## src/rtl/arm_pkg.sv

```systemverilog
// ----------------------------------------------------------------------------
// arm_pkg
//   Shared definitions for the 32-bit ARM pipeline:
//     - default datapath widths (ARM_DATA_W, ARM_REG_ADDR_W, ARM_CMD_W)
//     - EX_CMD ALU command encodings
//     - instruction mode codes
//     - the control bundle carried between pipeline stages, and a helper that
//       squashes its side-effect bits for bubbles
// ----------------------------------------------------------------------------
package arm_pkg;

  localparam int ARM_DATA_W     = 32;
  localparam int ARM_REG_ADDR_W = 4;
  localparam int ARM_CMD_W      = 4;

  typedef enum logic [3:0] {
    CMD_NOP = 4'b0000,
    CMD_MOV = 4'b0001,
    CMD_ADD = 4'b0010,
    CMD_ADC = 4'b0011,
    CMD_SUB = 4'b0100,
    CMD_SBC = 4'b0101,
    CMD_AND = 4'b0110,
    CMD_ORR = 4'b0111,
    CMD_EOR = 4'b1000,
    CMD_MVN = 4'b1001,
    CMD_MEM = 4'b1010,  // LDR and STR share the address-add command
    CMD_CMP = 4'b1100,
    CMD_TST = 4'b1110
  } ex_cmd_e;

  typedef enum logic [1:0] {
    MODE_ARITH  = 2'b00,
    MODE_MEM    = 2'b01,
    MODE_BRANCH = 2'b10
  } mode_e;

  // Every bit here can cause an architectural side effect downstream
  // (valid marks the slot as a real instruction).
  typedef struct packed {
    logic valid;
    logic wb_en;
    logic mem_r;
    logic mem_w;
    logic b;
    logic s;
  } ctrl_t;

  // A dead instruction (invalid or failed condition) must travel as a bubble.
  function automatic ctrl_t squash_ctrl(input logic live, input ctrl_t c);
    squash_ctrl = live ? c : '0;
  endfunction

endpackage

```

## src/rtl/pipe_field_reg.sv

```systemverilog
// ----------------------------------------------------------------------------
// pipe_field_reg
//   Generic pipeline field register used for each field group of a stage
//   register. Priority: async clear (rst) > sync clear (clr) > load (en) > hold.
//   Ports:
//     clk  - rising-edge clock
//     rst  - asynchronous clear, active-high
//     clr  - synchronous clear (takes precedence over en)
//     en   - load enable; when low the register holds
//     d    - next value
//     q    - registered value
// ----------------------------------------------------------------------------
module pipe_field_reg #(
  parameter int W = 1
) (
  input  logic         clk,
  input  logic         rst,
  input  logic         clr,
  input  logic         en,
  input  logic [W-1:0] d,
  output logic [W-1:0] q
);

  logic [W-1:0] data_d;
  logic [W-1:0] data_q;

  always_comb begin
    // NOTE: default assignment first so every path assigns data_d; without it
    // the hold case would infer a latch instead of feeding back the flop.
    data_d = data_q;
    if (clr) begin
      data_d = '0;
    end else if (en) begin
      data_d = d;
    end
  end

  // NOTE: sequential state uses non-blocking assignments only, so all
  // flops sample their inputs from the same pre-edge values.
  always_ff @(posedge clk or posedge rst) begin
    if (rst) begin
      data_q <= '0;
    end else begin
      data_q <= data_d;
    end
  end

  assign q = data_q;

endmodule

```

## src/rtl/id_ex_stage_reg.sv

```systemverilog
// ----------------------------------------------------------------------------
// id_ex_stage_reg
//   ID -> EX pipeline register. Captures the decoded control bundle, operands,
//   immediate fields, destination and status flags, and presents them to EX
//   one cycle later.
//   Edge priority: rst (async) > flush > freeze > bubble > load.
//     flush  : everything (control and data) clears to 0, even during freeze
//     freeze : every output holds
//     bubble : valid_in=0 or cond_pass_in=0 -> valid_out/WB_EN/MEM_R/MEM_W/B/S
//              load 0; EX_CMD and data fields still load for debug visibility
//   Ports:
//     clk, rst                 clock, async active-high reset
//     flush, freeze            pipeline control
//     valid_in, cond_pass_in   liveness of the ID instruction
//     *_in                     decoded fields from ID
//     valid_out and outputs    registered copies for EX
//   Optional build macro FORWARDING_EN adds src1_in/src2_in, registered
//   src1/src2 (handled like the data fields) and fwd_ok (= valid_out).
// ----------------------------------------------------------------------------
module id_ex_stage_reg
  import arm_pkg::*;
#(
  parameter int DATA_W     = ARM_DATA_W,
  parameter int REG_ADDR_W = ARM_REG_ADDR_W,
  parameter int CMD_W      = ARM_CMD_W
) (
  input  logic                  clk,
  input  logic                  rst,
  input  logic                  flush,
  input  logic                  freeze,
  input  logic                  valid_in,
  input  logic                  cond_pass_in,
  input  logic                  WB_EN_in,
  input  logic                  MEM_R_in,
  input  logic                  MEM_W_in,
  input  logic                  B_in,
  input  logic                  S_in,
  input  logic [CMD_W-1:0]      EX_CMD_in,
  input  logic [DATA_W-1:0]     PC_in,
  input  logic [DATA_W-1:0]     Val_Rn_in,
  input  logic [DATA_W-1:0]     Val_Rm_in,
  input  logic                  imm_in,
  input  logic [11:0]           shift_operand_in,
  input  logic [23:0]           signed_imm_24_in,
  input  logic [REG_ADDR_W-1:0] Dest_in,
  input  logic [3:0]            SR_in,
`ifdef FORWARDING_EN
  input  logic [REG_ADDR_W-1:0] src1_in,
  input  logic [REG_ADDR_W-1:0] src2_in,
  output logic [REG_ADDR_W-1:0] src1,
  output logic [REG_ADDR_W-1:0] src2,
  output logic                  fwd_ok,
`endif
  output logic                  valid_out,
  output logic                  WB_EN,
  output logic                  MEM_R,
  output logic                  MEM_W,
  output logic                  B,
  output logic                  S,
  output logic [CMD_W-1:0]      EX_CMD,
  output logic [DATA_W-1:0]     PC,
  output logic [DATA_W-1:0]     Val_Rn,
  output logic [DATA_W-1:0]     Val_Rm,
  output logic                  imm,
  output logic [11:0]           shift_operand,
  output logic [23:0]           signed_imm_24,
  output logic [REG_ADDR_W-1:0] Dest,
  output logic [3:0]            SR
);

  localparam int BASE_W = CMD_W + 3 * DATA_W + 1 + 12 + 24 + REG_ADDR_W + 4;
`ifdef FORWARDING_EN
  localparam int DATA_GRP_W = BASE_W + 2 * REG_ADDR_W;
`else
  localparam int DATA_GRP_W = BASE_W;
`endif

  logic                  live;
  ctrl_t                 ctrl_next;
  ctrl_t                 ctrl_out;
  logic [DATA_GRP_W-1:0] data_next;
  logic [DATA_GRP_W-1:0] data_out;

  always_comb begin
    live      = valid_in & cond_pass_in;
    ctrl_next = squash_ctrl(live, '{valid: 1'b1, wb_en: WB_EN_in, mem_r: MEM_R_in,
                                    mem_w: MEM_W_in, b: B_in, s: S_in});
`ifdef FORWARDING_EN
    data_next = {src1_in, src2_in,
                 EX_CMD_in, PC_in, Val_Rn_in, Val_Rm_in, imm_in,
                 shift_operand_in, signed_imm_24_in, Dest_in, SR_in};
`else
    data_next = {EX_CMD_in, PC_in, Val_Rn_in, Val_Rm_in, imm_in,
                 shift_operand_in, signed_imm_24_in, Dest_in, SR_in};
`endif
  end

  // Flush is the sync clear so it wins over freeze (freeze only drops en).
  pipe_field_reg #(.W($bits(ctrl_t))) u_ctrl_reg (
    .clk (clk),
    .rst (rst),
    .clr (flush),
    .en  (~freeze),
    .d   (ctrl_next),
    .q   (ctrl_out)
  );

  pipe_field_reg #(.W(DATA_GRP_W)) u_data_reg (
    .clk (clk),
    .rst (rst),
    .clr (flush),
    .en  (~freeze),
    .d   (data_next),
    .q   (data_out)
  );

  assign valid_out = ctrl_out.valid;
  assign WB_EN     = ctrl_out.wb_en;
  assign MEM_R     = ctrl_out.mem_r;
  assign MEM_W     = ctrl_out.mem_w;
  assign B         = ctrl_out.b;
  assign S         = ctrl_out.s;

`ifdef FORWARDING_EN
  assign {src1, src2,
          EX_CMD, PC, Val_Rn, Val_Rm, imm,
          shift_operand, signed_imm_24, Dest, SR} = data_out;
  assign fwd_ok = ctrl_out.valid;
`else
  assign {EX_CMD, PC, Val_Rn, Val_Rm, imm,
          shift_operand, signed_imm_24, Dest, SR} = data_out;
`endif

endmodule
```

## config.mk

```make
export PLATFORM = sky130hd
export DESIGN_NAME = id_ex_stage_reg
export DESIGN_NICKNAME = d
export VERILOG_FILES = /design/src/rtl/arm_pkg.sv /design/src/rtl/pipe_field_reg.sv /design/src/rtl/id_ex_stage_reg.sv
export SDC_FILE = /design/constraint.sdc
export NUM_CORES = 1
export LEC_CHECK = 0
export BUFFER_PORTS_ARGS = -buffer_cell sky130_fd_sc_hd__buf_2
export CAP_MARGIN = 15
export CORE_MARGIN = 2
export CORE_UTILIZATION = 46
export DETAILED_ROUTE_END_ITERATION = 10
export PLACE_DENSITY = 0.88
export RECOVER_POWER = 50
export REMOVE_ABC_BUFFERS = 1
export SYNTH_ARGS = -nofsm -noshare
export SYNTH_HDL_FRONTEND = slang
export SYNTH_HIERARCHICAL = 1
export SYNTH_SLANG_ARGS = --single-unit
export TNS_END_PERCENT = 5
```

## constraint.sdc

```tcl
create_clock -name clk -period 5.1 [get_ports clk]
set_clock_uncertainty 0.15 [all_clocks]
set_input_delay 0.255 -clock clk [delete_from_list [all_inputs] [get_ports clk]]
set_output_delay 0.255 -clock clk [all_outputs]
set_load 0.05 [all_outputs]
```

==> results.ini <==
[floorplan]
placementRows = 42
ios = 307
fp.coreArea_sq_mm = 0.0131
initial_core_util_pct = 46.6
die-area_sq_mm = 0.0143
die-height_microns = 119
fp.dieW_microns = 119

[setup_path]
crit_chain = clkbuf_1 -> inv_8 -> buf_4 -> mux2i_1 -> nor2_1
cpPeakStageDelay_ps = 620
path_class = input pin to flip-flop
worstPathMaxFanout = 93
crit_required_ps = 5180
cpMaxStageDelayCell = inv_8
cp-start-kind = input pin
critPathArrivalTime_ps = 2110
endpoint_kind = flip-flop

[synth]
yosysSeqAreaShare_pct = 61.7
ys_warn_count = 6
synth_seq_cells = 151
syn_inst = 495
synth_area_per_cell_sq_um = 12.4
synth.cell_area_sq_mm = 0.00612
yosysUniqueCellTypes = 11

[clock_tree]
cts.sinks = 151
cts_tree = built
cts_root_buf = clkbuf_16
clk-insertion-delay-late_ps = 400
clockBufferDepth = 2
cts_setup_buffers = 0
h-tree-depth = 4
cts-buffers-inserted = 17
clk_pin_slew_ps = 60

[sta]
tightest_slew_ps = 1080
report.final.slew_viol_count = 0
rsz0062_at_grt = false
hold_violations = 0
holdWs_ps = 57.9
relSlewSlack_pct = 28.0
fin_crit_sh_pct = 39.8
fmax_ghz = 0.493
setup_viol = 0
period_needed_ps = 2030
finalSetupTns_ps = 0

[global_route]
grt_pass1_vias = 6022
antenna_found_initial = 0
overflow = 0
grt_use_total_pct = 28.5
grt_pass1_wl_microns = 31300
grt_max_degree = 105

[routing]
wl_microns = 20500
firstDrtPassIters = 6
wl_per_cell_microns = 18.2
num_vias = 5695
ant_nets = 0
drc = 0
routed_via_density = 5.06
drtIter0Drc = 484

[power]
powerDensity_mw_per_mm2 = 344
p_leak_nw = 5.26
ir_worst_vdd_v = 0.000284

[cells_and_area]
final_nets = 1092
synthToLayoutAreaGrowth_pct = 58.6
layout_common_cells = buf_2 (235), mux2i_1 (151), nor2_1 (151), dfrtp_1 (151), dlygate4sd3_1 (145)
final_area_sq_mm = 0.00971
drive_gt1_share_pct = 28.7
fin_cells = 1125
layout_commonest_cell = buf_2

[placement]
place_inst = 948
dpl_cell_area_sq_mm = 0.00770
gp_congestion = 0.824
portBuffers = 306
dpl.hpwl_microns = 10300

[status]
status = finished, final reports clean

[flow_run]
maxCapViolCount = 0

[worst_hold_path]
hold_class = input pin to flip-flop

## registers in the layout, summed over array words and instances, names as in the netlist
name          flops
u_ctrl_reg/q      6
u_data_reg/q    145
## logic make-up (layout without fill, tap and decap cells)
kind of cell           count (synthesis)  after routing  share of synthesized area [%]
muxes                                151            151                           24.7
DFF                                  151            151                           61.7
other                                  0              1                              0
and+or+nand+nor                      157            157                           9.89
buffers and inverters                 36            489                           3.72
## worst max-delay path, delay by kind of cell
kind | cells | cell delay (ps)
AND/OR/NAND/NOR | 1 | 90
multiplexers | 1 | 310
buffers and inverters | 3 | 1380
## final timing paths
| kind | cells after the start | slack (ps) | to | from |
|---|---|---|---|---|
| max | 5 | 3070 | u_data_reg/q[10] | freeze |
| max in group asynchronous | 4 | 3150 | u_data_reg/q[134] | rst |
| min | 3 | 60 | u_data_reg/q[73] | Val_Rm_in[28] |
| max reg2reg | 2 | 4030 | u_data_reg/q[76] | u_data_reg/q[76] |
| min reg2reg | 2 | 370 | u_data_reg/q[111] | u_data_reg/q[111] |
| min in group asynchronous | 3 | 220 | u_ctrl_reg/q[1] | rst |
## cell usage after synthesis
| master | count | area (sq um) |
|---|---|---|
| inv_1 | 3 | 11.3 |
| and3_1 | 5 | 31.3 |
| clkbuf_1 | 9 | 33.8 |
| nor2_1 | 151 | 567 |
| dfrtp_1 | 151 | 3780 |
| mux2i_1 | 151 | 1510 |
| buf_6 | 7 | 78.8 |
| and2_2 | 1 | 7.51 |
| buf_1 | 5 | 18.8 |
| buf_2 | 2 | 10.0 |
| buf_4 | 10 | 75.1 |
## repair_timing
| item | CTS | global route |
|---|---|---|
| hold buffers | 145 | 0 |
| hold endpoints to repair | 242 | 0 |
| endpoints found under the setup margin | 0 | 0 |
| gates resized for setup | 0 | 0 |
## stage by stage
stage / setup slack [ps] / utilization, % / total power [mW]
final: 3070 / 73.9 / 3.34
after global routing: 2860 / 73.9 / 3.45
after CTS: 3130 / 74.6 / 3.33
after detailed placement: 2870 / 58.6 / 1.88
after global placement: 2900 / 58.6 / 1.87
after floorplan: -70.3 / - / 1.72
## power breakdown
| part | switching (mW) | total (mW) | internal [mW] |
|---|---|---|---|
| Combinational | 0.441 | 0.664 | 0.223 |
| Sequential | 0.0418 | 1.31 | 1.26 |
| Clock | 0.492 | 1.37 | 0.882 |
| Total | 0.975 | 3.34 | 2.37 |
## routing by layer
metal / GRT usage (%) / wire, microns
met5: 0 / 0
met2: 50.1 / 10800
met1: 31.6 / 7580
met3: 8.00 / 1340
met4: 14.1 / 803
## cell type report
| cell class | instances | area (sq um) |
|---|---|---|
| inverters | 3 | 23.8 |
| repair buffers | 455 | 2930 |
| diodes | 1 | 2.50 |
| well taps | 176 | 220 |
| flip-flops and latches | 151 | 3780 |
| clock buffers | 20 | 447 |
| multi-input cells | 308 | 2120 |
| clock inverters | 11 | 196 |
| fillers | 835 | 3420 |
No activity file was read; power rests on OpenSTA's default activity.
